File: config.mk
export PLATFORM = sky130hd
export DESIGN_NAME = fp_issue_sequencer
export DESIGN_NICKNAME = d
export VERILOG_FILES = /design/src/rtl/fp_issue_pkg.sv /design/src/rtl/fp_rm_resolve.sv /design/src/rtl/fp_issue_sequencer.sv
export SDC_FILE = /design/constraint.sdc
export NUM_CORES = 1
export LEC_CHECK = 0
export BUFFER_PORTS_ARGS = -buffer_cell sky130_fd_sc_hd__buf_2
export CAP_MARGIN = 25
export CORE_ASPECT_RATIO = 1.75
export CORE_MARGIN = 3
export CORE_UTILIZATION = 27
export CTS_CLUSTER_DIAMETER = 40
export CTS_CLUSTER_SIZE = 24
export DETAILED_ROUTE_END_ITERATION = 12
export GPL_TIMING_DRIVEN = 1
export HOLD_SLACK_MARGIN = 0.12
export SYNTH_ARGS = -nofsm -noshare
export SYNTH_HDL_FRONTEND = slang
export SYNTH_SLANG_ARGS = --single-unit
File: constraint.sdc
create_clock -name clk -period 2.1 [get_ports clk]
set_clock_uncertainty 0.15 [all_clocks]
set_input_delay 0.315 -clock clk [delete_from_list [all_inputs] [get_ports clk]]
set_output_delay 0.315 -clock clk [all_outputs]
set_load 0.05 [all_outputs]
File: src/rtl/fp_issue_pkg.sv
// ============================================================================
// Module      : fp_issue_pkg
// Description : Shared types, opcodes, rounding modes and latency lookup for
//               the FP issue sequencer.
// Revision    : 1.0 - initial release
// ============================================================================
`default_nettype none

package fp_issue_pkg;

    typedef enum logic [1:0] {
        ST_IDLE = 2'd0,
        ST_EXEC = 2'd1,
        ST_DONE = 2'd2
    } state_t;

    localparam int CNT_W = 4;

    localparam logic [4:0] FP_ADD    = 5'd0;
    localparam logic [4:0] FP_SUB    = 5'd1;
    localparam logic [4:0] FP_MUL    = 5'd2;
    localparam logic [4:0] FP_DIV    = 5'd3;
    localparam logic [4:0] FP_SQRT   = 5'd4;
    localparam logic [4:0] FP_FMADD  = 5'd5;
    localparam logic [4:0] FP_FMSUB  = 5'd6;
    localparam logic [4:0] FP_FNMSUB = 5'd7;
    localparam logic [4:0] FP_FNMADD = 5'd8;

    localparam logic [2:0] RNE = 3'b000;
    localparam logic [2:0] RTZ = 3'b001;
    localparam logic [2:0] RDN = 3'b010;
    localparam logic [2:0] RUP = 3'b011;
    localparam logic [2:0] RMM = 3'b100;
    localparam logic [2:0] DYN = 3'b111;

    // Opcodes above the fused group all fall into the single-cycle misc class.
    function automatic int op_latency(
        input logic [4:0] op,
        input int         lat_add,
        input int         lat_mul,
        input int         lat_fma,
        input int         lat_div,
        input int         lat_sqrt,
        input int         lat_misc
    );
        int lat;
        if (op <= FP_SUB)
            lat = lat_add;
        else if (op == FP_MUL)
            lat = lat_mul;
        else if (op == FP_DIV)
            lat = lat_div;
        else if (op == FP_SQRT)
            lat = lat_sqrt;
        else if ((op >= FP_FMADD) && (op <= FP_FNMADD))
            lat = lat_fma;
        else
            lat = lat_misc;
        return lat;
    endfunction

endpackage

`default_nettype wire

File: src/rtl/fp_rm_resolve.sv
// ============================================================================
// Module      : fp_rm_resolve
// Description : Resolves the dynamic rounding mode against frm and flags the
//               reserved encodings.
// Revision    : 1.0 - initial release
// ============================================================================
`default_nettype none

module fp_rm_resolve
    import fp_issue_pkg::*;
(
    input  logic [2:0] req_rm,
    input  logic [2:0] frm,
    output logic [2:0] eff_rm,
    output logic       illegal
);

    assign eff_rm  = (req_rm == DYN) ? frm : req_rm;
    // 101, 110 and 111 are reserved once DYN has been substituted.
    assign illegal = (eff_rm > RMM);

endmodule

`default_nettype wire

File: src/rtl/fp_issue_sequencer.sv
// ============================================================================
// Module      : fp_issue_sequencer
// Description : Issues one FP operation at a time into the shared FP ALU,
//               times its latency window and returns the result to writeback.
// Revision    : 1.0 - initial release
// ============================================================================
`default_nettype none

module fp_issue_sequencer
    import fp_issue_pkg::*;
#(
    parameter int LAT_ADD  = 2,
    parameter int LAT_MUL  = 3,
    parameter int LAT_FMA  = 4,
    parameter int LAT_DIV  = 10,
    parameter int LAT_SQRT = 12,
    parameter int LAT_MISC = 1
) (
    input  logic        clk,
    input  logic        reset,

    input  logic        req_valid,
    output logic        req_ready,
    input  logic [4:0]  req_op,
    input  logic [2:0]  req_rm,
    input  logic [4:0]  req_rd,
    input  logic [31:0] req_a,
    input  logic [31:0] req_b,
    input  logic [31:0] req_c,
    input  logic [2:0]  frm,
    input  logic        flush,

    output logic [31:0] alu_a,
    output logic [31:0] alu_b,
    output logic [31:0] alu_c,
    output logic [4:0]  alu_ctrl,
    output logic [2:0]  alu_rm,
    output logic        alu_enable,
    input  logic [31:0] alu_result,
    input  logic [4:0]  alu_fflags,

    output logic        rsp_valid,
    input  logic        rsp_ready,
    output logic [31:0] rsp_result,
    output logic [4:0]  rsp_rd,
    output logic [4:0]  rsp_fflags,
    output logic        rsp_illegal,

    output logic [4:0]  fflags_acc,
    input  logic        fflags_clr,
    output logic        busy
);

    if ((LAT_ADD  < 1) || (LAT_ADD  > 16) ||
        (LAT_MUL  < 1) || (LAT_MUL  > 16) ||
        (LAT_FMA  < 1) || (LAT_FMA  > 16) ||
        (LAT_DIV  < 1) || (LAT_DIV  > 16) ||
        (LAT_SQRT < 1) || (LAT_SQRT > 16) ||
        (LAT_MISC < 1) || (LAT_MISC > 16)) begin : g_lat_range_check
        $error("fp_issue_sequencer: every LAT_* parameter must lie in 1..16");
    end

    state_t             r_state;
    logic [CNT_W-1:0]   r_cnt;
    logic [31:0]        r_alu_a;
    logic [31:0]        r_alu_b;
    logic [31:0]        r_alu_c;
    logic [4:0]         r_alu_ctrl;
    logic [2:0]         r_alu_rm;
    logic               r_alu_enable;
    logic               r_rsp_valid;
    logic [31:0]        r_rsp_result;
    logic [4:0]         r_rsp_rd;
    logic [4:0]         r_rsp_fflags;
    logic               r_rsp_illegal;
    logic [4:0]         r_fflags_acc;

    logic [2:0]         w_eff_rm;
    logic               w_rm_illegal;
    logic [CNT_W-1:0]   w_cnt_load;
    logic               w_rsp_hs;

    fp_rm_resolve u_rm_resolve (
        .req_rm  (req_rm),
        .frm     (frm),
        .eff_rm  (w_eff_rm),
        .illegal (w_rm_illegal)
    );

    assign w_cnt_load = CNT_W'(op_latency(req_op, LAT_ADD, LAT_MUL, LAT_FMA,
                                          LAT_DIV, LAT_SQRT, LAT_MISC) - 1);

    // A handshake coinciding with flush is discarded, so it never reaches the accumulator.
    assign w_rsp_hs  = r_rsp_valid && rsp_ready && !flush;
    assign req_ready = (r_state == ST_IDLE) && !reset;
    assign busy      = (r_state != ST_IDLE);

    always_ff @(posedge clk) begin
        if (reset) begin
            r_state       <= ST_IDLE;
            r_cnt         <= '0;
            r_alu_a       <= '0;
            r_alu_b       <= '0;
            r_alu_c       <= '0;
            r_alu_ctrl    <= '0;
            r_alu_rm      <= '0;
            r_alu_enable  <= 1'b0;
            r_rsp_valid   <= 1'b0;
            r_rsp_result  <= '0;
            r_rsp_rd      <= '0;
            r_rsp_fflags  <= '0;
            r_rsp_illegal <= 1'b0;
            r_fflags_acc  <= '0;
        end else begin
            r_fflags_acc <= (fflags_clr ? 5'd0 : r_fflags_acc) |
                            (w_rsp_hs ? r_rsp_fflags : 5'd0);

            if (flush) begin
                r_state      <= ST_IDLE;
                r_alu_enable <= 1'b0;
                r_rsp_valid  <= 1'b0;
            end else begin
                case (r_state)
                    ST_IDLE: begin
                        if (req_valid) begin
                            r_rsp_rd <= req_rd;
                            if (w_rm_illegal) begin
                                r_rsp_result  <= '0;
                                r_rsp_fflags  <= '0;
                                r_rsp_illegal <= 1'b1;
                                r_rsp_valid   <= 1'b1;
                                r_state       <= ST_DONE;
                            end else begin
                                r_alu_a      <= req_a;
                                r_alu_b      <= req_b;
                                r_alu_c      <= req_c;
                                r_alu_ctrl   <= req_op;
                                r_alu_rm     <= w_eff_rm;
                                r_cnt        <= w_cnt_load;
                                r_alu_enable <= 1'b1;
                                r_state      <= ST_EXEC;
                            end
                        end
                    end
                    ST_EXEC: begin
                        if (r_cnt == '0) begin
                            r_rsp_result  <= alu_result;
                            r_rsp_fflags  <= alu_fflags;
                            r_rsp_illegal <= 1'b0;
                            r_alu_enable  <= 1'b0;
                            r_rsp_valid   <= 1'b1;
                            r_state       <= ST_DONE;
                        end else begin
                            r_cnt <= r_cnt - 1'b1;
                        end
                    end
                    ST_DONE: begin
                        if (rsp_ready) begin
                            r_rsp_valid <= 1'b0;
                            r_state     <= ST_IDLE;
                        end
                    end
                    default: begin
                        r_alu_enable <= 1'b0;
                        r_rsp_valid  <= 1'b0;
                        r_state      <= ST_IDLE;
                    end
                endcase
            end
        end
    end

    assign alu_a       = r_alu_a;
    assign alu_b       = r_alu_b;
    assign alu_c       = r_alu_c;
    assign alu_ctrl    = r_alu_ctrl;
    assign alu_rm      = r_alu_rm;
    assign alu_enable  = r_alu_enable;
    assign rsp_valid   = r_rsp_valid;
    assign rsp_result  = r_rsp_result;
    assign rsp_rd      = r_rsp_rd;
    assign rsp_fflags  = r_rsp_fflags;
    assign rsp_illegal = r_rsp_illegal;
    assign fflags_acc  = r_fflags_acc;

endmodule

`default_nettype wire

==> metrics.md <==
| Metric | Value |
|---|---|
| Die area | `23120 µm²` |
| Fin Hold WS | `0.1891 ns` |
| FF-to-FF Start | `r_state[0]` |
| Hold_sp | `reset` |
| Crit path DAT | `2.25 ns` |
| CTS tree | `yes` |
| Starting DRT DRC Count | `266` |
| Fraction of layout cells with a size suffix above 1 | `33.48%` |
| Clk_lat worst skew | `0.43 ns` |
| Critical-path top delay cell | `dlygate4sd3_1` |
| Slew Limit Fails | `0` |
| DRT Pass-1 Iters | `4` |
| Total track usage | `15.84%` |
| Max-cap violation count | `0` |
| Remaining antenna violation count | `0` |
| Final Hold Fails | `0` |
| Final core utilization | `46.83%` |
| Fin crit period | `2.081 ns` |
| Htree depth | `4` |
| Largest stage delay, worst path | `0.55 ns` |
| Yosys reg bits | `160` |
| Crit end category | `register` |
| Maximum clock rate | `0.4806 GHz` |
| Net count after synthesis | `815` |
| HPWL Detailed | `12.73 mm` |
| Min-Delay Endpoint | `alu_rm[0]` |
| Most used cell, CP | `buf_4` |
| Synth warn | `0` |
| First-pass GRT wire length | `29.03 mm` |
| Tcrit/Tclk final | `99.08%` |
| CTS Root Cell | `clkbuf_16` |
| Vias in the first global route | `6074` |
| Clk buf depth | `2` |
| FF-to-FF End | `rsp_result[2]` |
| Pwr dens | `799.2 nW/µm²` |
| Core area | `20930 µm²` |
| Ys async rst share | `0%` |
| Syn Inst Count | `658` |
| Largest net degree at the start of global routing | `52` |
| Outcome | `finished, final reports clean` |
| Unique masters post-synth | `44` |
| GP Congestion | `0.7491` |
| Register Area | `3203 µm²` |
| Crit path max fanout | `7` |
| Startpoint Class | `input port` |
| Initial antenna violation count | `0` |
| Area of the multi-input gates | `2288 µm²` |
| Number of enable flip-flop cells after synthesis | `0` |
| Die Wd | `116.2 µm` |
| Hold Path Class | `input port to register` |
| Routed WL | `19.17 mm` |
| Sequential share of the synthesized area | `55.79%` |
| Overall power | `0.007835 W` |
| Register clock-pin slew on the reported worst setup and hold paths | `0.07 ns` |
| Die height | `198.9 µm` |
| Vias per Instance | `4.498` |
| Worst Tran Pin Value | `0.4856 ns` |
| Io pins | `311` |
| Mapped Area | `5742 µm²` |
| R2r setup slk | `0.15 ns` |
| Hold Path Stages | `2` |
| Effective utilization at floorplan | `27.43%` |
| Design Area, Final | `9803 µm²` |
| Fill cells | `1966` |
| Nets@finish | `1273` |
| Static leakage power | `4.506 nW` |
| Worst r2r path cells | `6` |
| Worst ir drop on vdd | `0.4175 mV` |
| Unrepaired setup endpoints after global routing | `yes` |
| Rel. slew slack | `67.48%` |
| Setup Viol. Count Final | `0` |
| # rows | `70` |
| Clock sink count | `160` |
| Via count | `6212` |
| Routed WL per cell | `13.88 µm` |
| DRC | `0` |
| WP data required | `2.27 ns` |
| Mean area per synthesized cell | `8.726 µm²` |
| Global route overflow | `0` |
| Placed cell areas | `7586 µm²` |
| Crit path kind | `input port to register` |
| Worst-path cell chain | `dlygate4sd3_1, buf_2, buf_4, o41ai_1, buf_4, ha_1, xor2_1, a21o_1, a32o_1` |
| CTS Buf Count | `17` |
| Top FF cell, synth | `dfxtp_1` |
| Area grow syn2layout | `70.73%` |
| Antenna diode count | `0` |
| IO Port Bufs | `310` |
worst max-delay path, delay by kind of cell:
family	cells	cell delay, ns
compound gates	3	0.71
xor+xnor	1	0.08
fa+ha+maj	1	0.15
buf+inv	4	1.00
Yosys cell counts (2+ instances only):
library cell | instances | area share [%]
nor2_1 | 23 | 1.5
mux2i_1 | 7 | 1.2
a211oi_1 | 2 | 0.26
inv_1 | 3 | 0.20
buf_4 | 5 | 0.65
nor3_1 | 3 | 0.26
o211ai_1 | 3 | 0.39
o21ai_0 | 7 | 0.61
clkbuf_1 | 23 | 1.5
buf_2 | 11 | 0.96
a22o_1 | 37 | 5.6
nand2_1 | 215 | 14
a21oi_1 | 110 | 9.6
a31oi_1 | 4 | 0.44
or3_1 | 2 | 0.22
dfxtp_1 | 160 | 56
nand2b_1 | 3 | 0.33
nor3b_1 | 2 | 0.26
buf_6 | 7 | 1.4
ha_1 | 2 | 0.44
a21o_1 | 2 | 0.26
nor2b_1 | 5 | 0.54
where the power goes:
part / switching, W / internal (W)
Combinational: 0.000779 / 0.000520
Sequential: 0.0000552 / 0.00315
Clock: 0.00125 / 0.00209
timing repair:
action                     4_1_cts  5_1_grt
hold endpoints to repair       154        0
hold buffers                   153        0
setup endpoints to repair        0       91
gates resized for setup          0        4
buffers inserted                 0        3
per-layer routing:
layer  GRT usage, %  vias to the layer above  routed length, µm
met5              0                        -                  0
met4          9.118                        0                759
met3          3.896                       53               1065
met2          28.81                      242              10290
met1          16.01                     2787               7058
li1               -                     3130                  -
cell families after synthesis:
| kind of cell | synth area share (%) |
|---|---|
| AND/OR/NAND/NOR | 18.65 |
| AO/OA/AOI/OAI | 18.85 |
| flip-flops | 55.79 |
| buffers and inverters | 4.750 |
| multiplexers | 1.220 |
| XOR/XNOR | 0.3051 |
| adder cells (fa/ha/maj) | 0.4358 |
per-stage QoR:
| step | cells | setup WS [ns] | setup TNS, ns |
|---|---|---|---|
| 4_1_cts | 1377 | 0.03248 | 0 |
| 5_1_grt | 1381 | -0.06493 | -0.09387 |
| 3_3_place_gp | 1192 | 0.08889 | 0 |
| 6_report | 1381 | 0.01942 | 0 |
| 3_5_place_dp | 1192 | 0.07499 | 0 |
| 2_1_floorplan | 658 | 0.03680 | 0 |
registers in the layout, summed over array words and instances, names as in the netlist:
name,cells
rsp_illegal,1
alu_c,32
rsp_rd,5
r_cnt,4
alu_rm,3
alu_ctrl,5
alu_b,32
alu_a,32
alu_enable,1
r_state,2
rsp_valid,1
fflags_acc,5
rsp_result,32
rsp_fflags,5
worst max path at each step:
stage	slack, ns	end	cells past startpoint	start
2_1_floorplan	0.04	req_ready	4	reset
3_3_place_gp	0.09	alu_c[27]	8	r_state[0]
3_5_place_dp	0.07	r_cnt[2]	6	req_op[0]
4_1_cts	0.03	alu_c[17]	8	frm[0]
5_1_grt	-0.06	r_cnt[2]	9	req_op[2]
6_report	0.02	r_cnt[2]	9	req_op[2]
final cells by class:
class | count | area share [%]
tap | 252 | 3.216
clock inverter | 12 | 1.838
sequential | 160 | 32.67
multi-input combinational | 449 | 23.34
clock buffer | 20 | 4.761
inverter | 4 | 0.1532
timing repair buffer | 484 | 34.01
cell usage in the layout, fill, tap and decap left out, types with 4 or more instances in the layout:
cell,n
buf_4,14
nor2b_1,5
a31oi_1,4
a21oi_1,110
buf_12,7
a22o_1,37
bufinv_16,4
dfxtp_1,160
nand2_1,214
mux2i_1,7
buf_2,309
dlygate4sd3_1,153
nor2_1,23
o21ai_0,5
clkbuf_16,17
(Power assumes the default switching activity.)
